$ cat config.mk
export PLATFORM = sky130hd
export DESIGN_NAME = layer_sequencer
export DESIGN_NICKNAME = d
export VERILOG_FILES = /design/src/rtl/seq_pkg.sv /design/src/rtl/watchdog_timer.sv /design/src/rtl/layer_sequencer.sv
export SDC_FILE = /design/constraint.sdc
export NUM_CORES = 1
export LEC_CHECK = 0
export ABC_AREA = 0
export CAP_MARGIN = 5
export CORE_MARGIN = 2
export CORE_UTILIZATION = 30
export CTS_CLUSTER_DIAMETER = 60
export DETAILED_ROUTE_END_ITERATION = 6
export PLACE_DENSITY = 0.55
export SETUP_SLACK_MARGIN = 0.05
export SLEW_MARGIN = 20
export SYNTH_ARGS = -nofsm -noshare
export SYNTH_HDL_FRONTEND = slang
export SYNTH_SLANG_ARGS = --single-unit
export TNS_END_PERCENT = 50
$ cat constraint.sdc
create_clock -name clk -period 2.2 [get_ports clk]
set_input_delay 0.33 -clock clk [delete_from_list [all_inputs] [get_ports clk]]
set_output_delay 0.33 -clock clk [all_outputs]
set_load 0.01 [all_outputs]
$ cat src/rtl/seq_pkg.sv
// Shared types and default sizing for the layer sequencer and its watchdog.
// No logic; state encoding plus parameter defaults only.
package seq_pkg;

    localparam int NUM_LAYERS_DEF     = 4;
    localparam int TIMEOUT_CYCLES_DEF = 1 << 20;
    localparam int CNT_W_DEF          = 32;

    typedef enum logic [2:0] {
        IDLE = 3'd0,
        ARM  = 3'd1,
        RUN  = 3'd2,
        NEXT = 3'd3,
        DONE = 3'd4,
        ERR  = 3'd5
    } seq_state_t;

endpackage

$ cat src/rtl/watchdog_timer.sv
// Per-layer watchdog: counts enabled cycles since the last clear, flags LIMIT-1 reached.
// expired is a decode of the registered count; no handshake.
module watchdog_timer #(
    parameter int LIMIT = 1 << 20
) (
    input  logic clk,
    input  logic reset,
    input  logic clr,
    input  logic en,
    output logic expired
);

    localparam int W = (LIMIT > 1) ? $clog2(LIMIT) : 1;

    logic [W-1:0] r_count;

    // Counter parks at the limit so expired stays asserted until the next clear.
    always_ff @(posedge clk) begin
        if (reset || clr) begin
            r_count <= '0;
        end else if (en && !expired) begin
            r_count <= r_count + 1'b1;
        end
    end

    assign expired = (r_count == W'(LIMIT - 1));

endmodule

$ cat src/rtl/layer_sequencer.sv
// Runs the CNN layer modules one at a time, flipping the ping-pong bank between layers.
// Start-to-arm 1 cycle, 2-cycle layer hand-off; start is ignored while busy.
module layer_sequencer
    import seq_pkg::*;
#(
    parameter int NUM_LAYERS     = NUM_LAYERS_DEF,
    parameter int TIMEOUT_CYCLES = TIMEOUT_CYCLES_DEF,
    parameter int CNT_W          = CNT_W_DEF,
    localparam int LW            = (NUM_LAYERS > 1) ? $clog2(NUM_LAYERS) : 1
) (
    input  logic                  clk,
    input  logic                  reset,
    input  logic                  start,
    output logic                  busy,
    output logic                  done,
    output logic                  error,
    output logic [NUM_LAYERS-1:0] layer_reset,
    output logic [NUM_LAYERS-1:0] layer_valid,
    input  logic [NUM_LAYERS-1:0] layer_done,
    output logic [LW-1:0]         cur_layer,
    output logic                  bank_sel,
    output logic [CNT_W-1:0]      cycle_count
);

    localparam logic [LW-1:0] LAST_LAYER = LW'(NUM_LAYERS - 1);

    seq_state_t            r_state;
    logic                  r_busy;
    logic                  r_done;
    logic                  r_err;
    logic [NUM_LAYERS-1:0] r_lrst;
    logic [NUM_LAYERS-1:0] r_valid;
    logic [LW-1:0]         r_cur;
    logic                  r_bank;
    logic [CNT_W-1:0]      r_cnt;
    logic                  w_expired;
    logic                  w_start_ok;

    watchdog_timer #(
        .LIMIT (TIMEOUT_CYCLES)
    ) u_wdog (
        .clk     (clk),
        .reset   (reset),
        .clr     (r_state == ARM),
        .en      (r_state == RUN),
        .expired (w_expired)
    );

    // The first DONE/ERR cycle still has busy high, so start waits one cycle there.
    assign w_start_ok = start && !r_busy &&
                        (r_state == IDLE || r_state == DONE || r_state == ERR);

    always_ff @(posedge clk) begin
        if (reset) begin
            r_state <= IDLE;
            r_busy  <= 1'b0;
            r_done  <= 1'b0;
            r_err   <= 1'b0;
            r_lrst  <= '1;
            r_valid <= '0;
            r_cur   <= '0;
            r_bank  <= 1'b0;
            r_cnt   <= '0;
        end else begin
            r_valid <= '0;
            if (r_busy && (r_cnt != '1)) begin
                r_cnt <= r_cnt + 1'b1;
            end
            case (r_state)
                ARM: begin
                    r_lrst[r_cur]  <= 1'b0;
                    r_valid[r_cur] <= 1'b1;
                    r_state        <= RUN;
                end
                RUN: begin
                    // A finished layer beats a watchdog expiry in the same cycle.
                    if (layer_done[r_cur]) begin
                        r_state <= (r_cur == LAST_LAYER) ? DONE : NEXT;
                    end else if (w_expired) begin
                        r_state <= ERR;
                    end
                end
                NEXT: begin
                    r_lrst  <= '1;
                    r_cur   <= r_cur + 1'b1;
                    r_bank  <= ~r_bank;
                    r_state <= ARM;
                end
                DONE: begin
                    r_done <= 1'b1;
                    r_busy <= 1'b0;
                    r_lrst <= '1;
                end
                ERR: begin
                    r_err  <= 1'b1;
                    r_busy <= 1'b0;
                    r_lrst <= '1;
                end
                default: r_state <= IDLE;
            endcase
            if (w_start_ok) begin
                r_state <= ARM;
                r_cur   <= '0;
                r_bank  <= 1'b0;
                r_done  <= 1'b0;
                r_err   <= 1'b0;
                r_cnt   <= '0;
                r_busy  <= 1'b1;
            end
        end
    end

    assign busy        = r_busy;
    assign done        = r_done;
    assign error       = r_err;
    assign layer_reset = r_lrst;
    assign layer_valid = r_valid;
    assign cur_layer   = r_cur;
    assign bank_sel    = r_bank;
    assign cycle_count = r_cnt;

endmodule

; ---- Word-level counts from Yosys, hierarchy flattened
; Index checks and enable logic that the tools add are counted.
[word_totals]
mem_count = 0
register_bits = 69
latch_bits = 0
wordCells = 63
mem_bits_ro = 0
inputBits = 7
ram_bits = 0
output_inout_bits = 46
[classes]
add_sub_neg = 3
eq_ne = 11
reduce_logical = 19
magnitude_cmp = 2
multipliers = 0
div = 0
n_bitwise = 5
shifts = 0
n_mux = 12
[op_table]
columns = cell, n
row1 = "adder 32 x 1 -> 32 bit, second input constant", 1
row2 = "inequality test 32 bit, second input constant", 1
row3 = "adder 20 x 1 -> 20 bit, second input constant", 1
row4 = "== test 20 bit, second input constant", 1
row5 = one-hot mux 3 bit (4 select lines), 1
row6 = 2-to-1 mux 3 bit, 3
row7 = one-hot mux 4 bit (2 select lines), 1
row8 = "== test 3 x 2 -> 1 bit, second input constant", 2
row9 = "== test 3 bit, second input constant", 2
row10 = OR reduction 2 bit, 3
row11 = logical AND 1 bit, 5
row12 = 2-to-1 mux 1 bit, 5
row13 = AND 4 bit, 1
row14 = "inequality test 4 bit, second input constant", 1
row15 = NOT 4 bit, 1
row16 = AND reduction 2 bit, 2
row17 = nonzero test 2 bit, 2
row18 = "== test 3 x 1 -> 1 bit, second input constant", 1
row19 = logical NOT 3 bit, 1
row20 = logical OR 1 bit, 3
row21 = "less-than comparator 2 x 3 -> 1 bit, second input constant", 1
row22 = "inequality test 3 bit, second input constant", 1
row23 = NOT 1 bit, 3
row24 = OR reduction 3 bit, 1
row25 = other kinds (7), 8

; ---- Depth between registers and ports, before layout
[depth]
ltp_word = 7
ltp_mapped = 7
mapped_depth_nobuf = 6

; ---- Cells and area by module
; From an unflattened synthesis, not the netlist that was laid out.
[unflattened]
cells_unflattened = 396
area_unflattened_um2 = 3373.2
[by_module_without_submodules]
columns = mod, seq_area_each_um2, cells_per_inst, instances, area_per_inst_um2
row1 = layer_sequencer, 980.9, 276, 1, 2352.3
row2 = watchdog_timer, 400.4, 120, 1, 1021.0

; ---- Worst setup path before layout
; No wires, ideal clock.
[synth_path]
kind = register to register
start = register r_cnt[7] (netlist: cycle_count[7])
end = register r_cnt[29] (netlist: cycle_count[29])
path_buffers = 0
period_less_slack_ps = 2300
path_stages_with_launch = 6
arrival_ps = 2231
setup_slack_ps = -100
setup_time_ps = 70
required_time_ps = 2130
cell_sequence = dfxtp_1 > nand4_2 > or4_4 > or4_4 > or4_1 > a21oi_1
[synth_between]
elab_chain_len = 2
elab_cells_between_ends = 3
classes_between = add/sub: 1 / eq/ne: 1 / reduce/logical: 1
[synth_lines]
columns = item, line_no
row1 = start: declaration, layer_sequencer.sv:35  ; logic [CNT_W-1:0] r_cnt;
row2 = start signal: assignment, layer_sequencer.sv:67  ; r_cnt <= r_cnt + 1'b1;
row3 = branches (longest 2 deep; another with adder 32 x 1 -> 32 bit), --
; Several ways; the timed one is not identified.
; A chain may end at the register's enable or synchronous reset.

; ---- Worst setup path after layout
[layout_path]
start = register r_cnt[18] (netlist: cycle_count[18])
end = register r_cnt[29] (netlist: cycle_count[29])
; The elaborated chain is that of the path after synthesis.

==> results.md <==
* HPWL Detailed at 6510 um
* Post-synthesis cell count at 397
* Final critical-path share of the clock period at 102%
* Worst-margin pin slew at 0.634 ns
* Reg2Reg Setup Slack at -0.05 ns
* FF-to-FF path depth at 5
* Outcome: finished with violations
* Core area at approximately 11000 sq um
* Worst Clk Skew at 0.0128 ns
* H-tree depth at 3
* GR Layer Usage met2 at 23.8%
* Starting Density at 30.8%
* Hold Vio Cnt, Final at 0
* Site Rows at 38
* Cell Pwr Density at 595 nW/um^2
* R2R Path Start: cycle_count[18]
* Critical Path Fanout Max at 5
* Fin area at 4560 sq um
* Tmin final at 2.25 ns
* Rel. slew slack at 57.3%
* Worst vdd ir at 0.000249 V
* Crit start category: flop
* N_diodes at 0
* Area after DPL at 4260 sq um
* Hold crit path type: flop to flop
* Layout Utilization at 42.0%
* Max Clk Rate at 445 MHz
* Largest cells by area after synthesis: dfxtp_1 41%, nor2_1 5.0%, xor2_1 4.5%
* Max-slew violation count at 0
* Setup violators final at 3
* Crit end category: flop
* Post-Syn Area at around 3300 sq um
* Die footprint at 12000 sq um
* Vias in the first global route at 2979
* Top FF cell, synth: dfxtp_1
* Yosys top cell by area: dfxtp_1
* Total gr overflow at 0
* Initial antenna violation count at 0
* Nets at roughly 500
* CTS clk-pin slew, worst paths at 0.08 ns
* Setup Crit Path Kind: flop to flop
* RSZ-0062 raised after global routing: true
* Top cell type's share of synthesized area at 41.4%
* Iter 0 DRT Violations at about 160
* Synthesized Nets at between 400 and 500
* Remaining antenna violation count at 0
* Worst endpoint required time at 2.48 ns
* CTS Buf Count at 9
* Layout cells sized above 1 at 17.6%
* I/O pin count at 53
* Die X at roughly 110 um
* First-pass DRT Iterations at 4
* Leakage power at 0.00156 uW
* Post-synth EDFFs at 0
* Met3 Usage GRT at under 10%
* Die Height at 109 um
* Clk sinks at between 60 and 70
* Clock root buffer: clkbuf_8
* Hold-critical path depth at 2
* Syn Area/Cell at 8.40 sq um
* FF+latch count, synth at 69
* Busiest metal layer after global routing: met2
* CP Data Arrival Time at between 2 and 3 ns
* Largest net degree at the start of global routing at 21
* CTS max path bufs at 2
* First-pass GRT wire length at roughly 14000 um
* Total Routed Length at between 8000 and 9000 um
* Worst skew pair latency at 0.34 ns
* Gpl congestion at 0.832
* Port bufs at 52
* Failing checks: setup timing
* Worst Setup Slack, final at -0.0491 ns
* Ys async rst share at 0%
* Worst hold start: u_wdog.r_count[15]
* Max Cap Violations at 0
* Syn. warnings at 0
* Wirelength per Cell at approximately 14 um
* Synth unique cells at 49
* TritonCTS clock tree: yes
* Post-synthesis sequential area ratio at 41.4%
* GR Util All Layers at 15.2%
* Synth-to-Final Area Change at 36.6%
* GR Util met1 at 20.6%
* Via/cell ratio at 5.11
* Hold-critical path endpoint: u_wdog.r_count[15]
* Vias at 3206
* Drt drc at 0
* R2r endpoint: cycle_count[29]
how the worst max path moves through the flow:
stage | cells past startpoint | to | slack, ns | startpoint
3_3_place_gp | 5 | cycle_count[29] | -0.007 | cycle_count[15]
3_5_place_dp | 5 | cycle_count[29] | -0.01 | cycle_count[15]
6_report | 5 | cycle_count[29] | -0.05 | cycle_count[18]
2_1_floorplan | 5 | cycle_count[29] | 0.03 | cycle_count[15]
4_1_cts | 5 | cycle_count[29] | -0.01 | cycle_count[18]
5_1_grt | 5 | cycle_count[29] | -0.11 | cycle_count[18]
layout by cell type (no fill, tap or decap), drive strengths merged, types with 10 or more instances in the layout:
cell type      Yosys  final
dfxtp             69     69
or3               16     16
xor2              17     17
buf                4     37
clkbuf            10     13
o21ai             21     21
nand2             34     34
inv               10     10
and3              12     12
or4               11     11
nand3             24     24
nand4             14     14
nor3              10     10
clkdlybuf4s50      0     52
nor2              44     44
a21oi             26     26
per-stage QoR:
step / setup TNS [ns] / total power, uW / hold WS (ns) / setup WS (ns) / instances
floorplan: 0 / 1430 / 0.399 / 0.0297 / 397
global placement: -0.00682 / 1510 / 0.476 / -0.00682 / 610
detailed placement: -0.0273 / 1520 / 0.478 / -0.0143 / 610
CTS: -0.00994 / 2750 / 0.501 / -0.00994 / 626
global route: -0.274 / 2830 / 0.529 / -0.106 / 628
finish: -0.114 / 2710 / 0.501 / -0.0491 / 628
kinds of logic after synthesis:
logic type	count (synthesis)	share of synthesized area (%)
flops	69	41.4
xor+xnor	24	6.30
simple gates	190	30.2
mux	5	1.88
compound gates	79	14.8
buf+inv	24	3.19
fa+ha+maj	6	2.25
registers in the layout, summed over array words and instances, names as in the netlist:
name / cells
u_wdog.r_count: 20
error: 1
layer_valid: 4
cycle_count: 32
busy: 1
done: 1
bank_sel: 1
layer_reset: 4
r_state: 3
cur_layer: 2
per-layer routing:
| metal | vias up | part of all wire, % |
|---|---|---|
| met4 | 0 | 0.79 |
| met3 | 4 | 3.1 |
| met2 | 47 | 47 |
| li1 | 1638 | - |
| met5 | - | 0 |
| met1 | 1517 | 49 |
synthesized netlist by cell type, drive strengths merged (4+ instances only):
cell type  number
a21oi          26
and3           12
and4            4
buf             4
clkbuf         10
dfxtp          69
ha              6
inv            10
mux2i           4
nand2          34
nand3          24
nand4          14
nor2           44
nor3           10
nor4            5
o2111ai         5
o211ai          7
o21ai          21
o31ai           5
or2             4
or3            16
or4            11
xnor2           7
xor2           17
worst max-delay path: stages, from the launching register on:
cell and delay (ns):
dfxtp_4 0.35, nand4_1 0.14, or4_4 0.55, or4_4 0.58
or4_4 0.43, a21oi_2 0.13
where the power goes:
part	switching [uW]	internal (uW)	leakage, uW	total (uW)
Sequential	24.4	1260	0.000565	1280
Combinational	121	86.2	0.000871	207
Clock	498	726	0.000122	1220
what timing repair did:
| action | CTS | global route |
|---|---|---|
| gates resized for setup | 0 | 11 |
| setup buffers | 0 | 2 |
| endpoints found under the setup margin | 3 | 12 |
| pin swaps | 3 | 1 |
| hold buffers | 0 | 0 |
area by class of cell:
type                       count  area [sq um]
clock buffer                  13           201
inverter                      10          37.5
clock inverter                 3          46.3
fill                        1090          6280
tap                          140           175
multi-input combinational    304          1880
sequential                    69          1420
timing repair buffer          89           802
(Power assumes the default switching activity.)
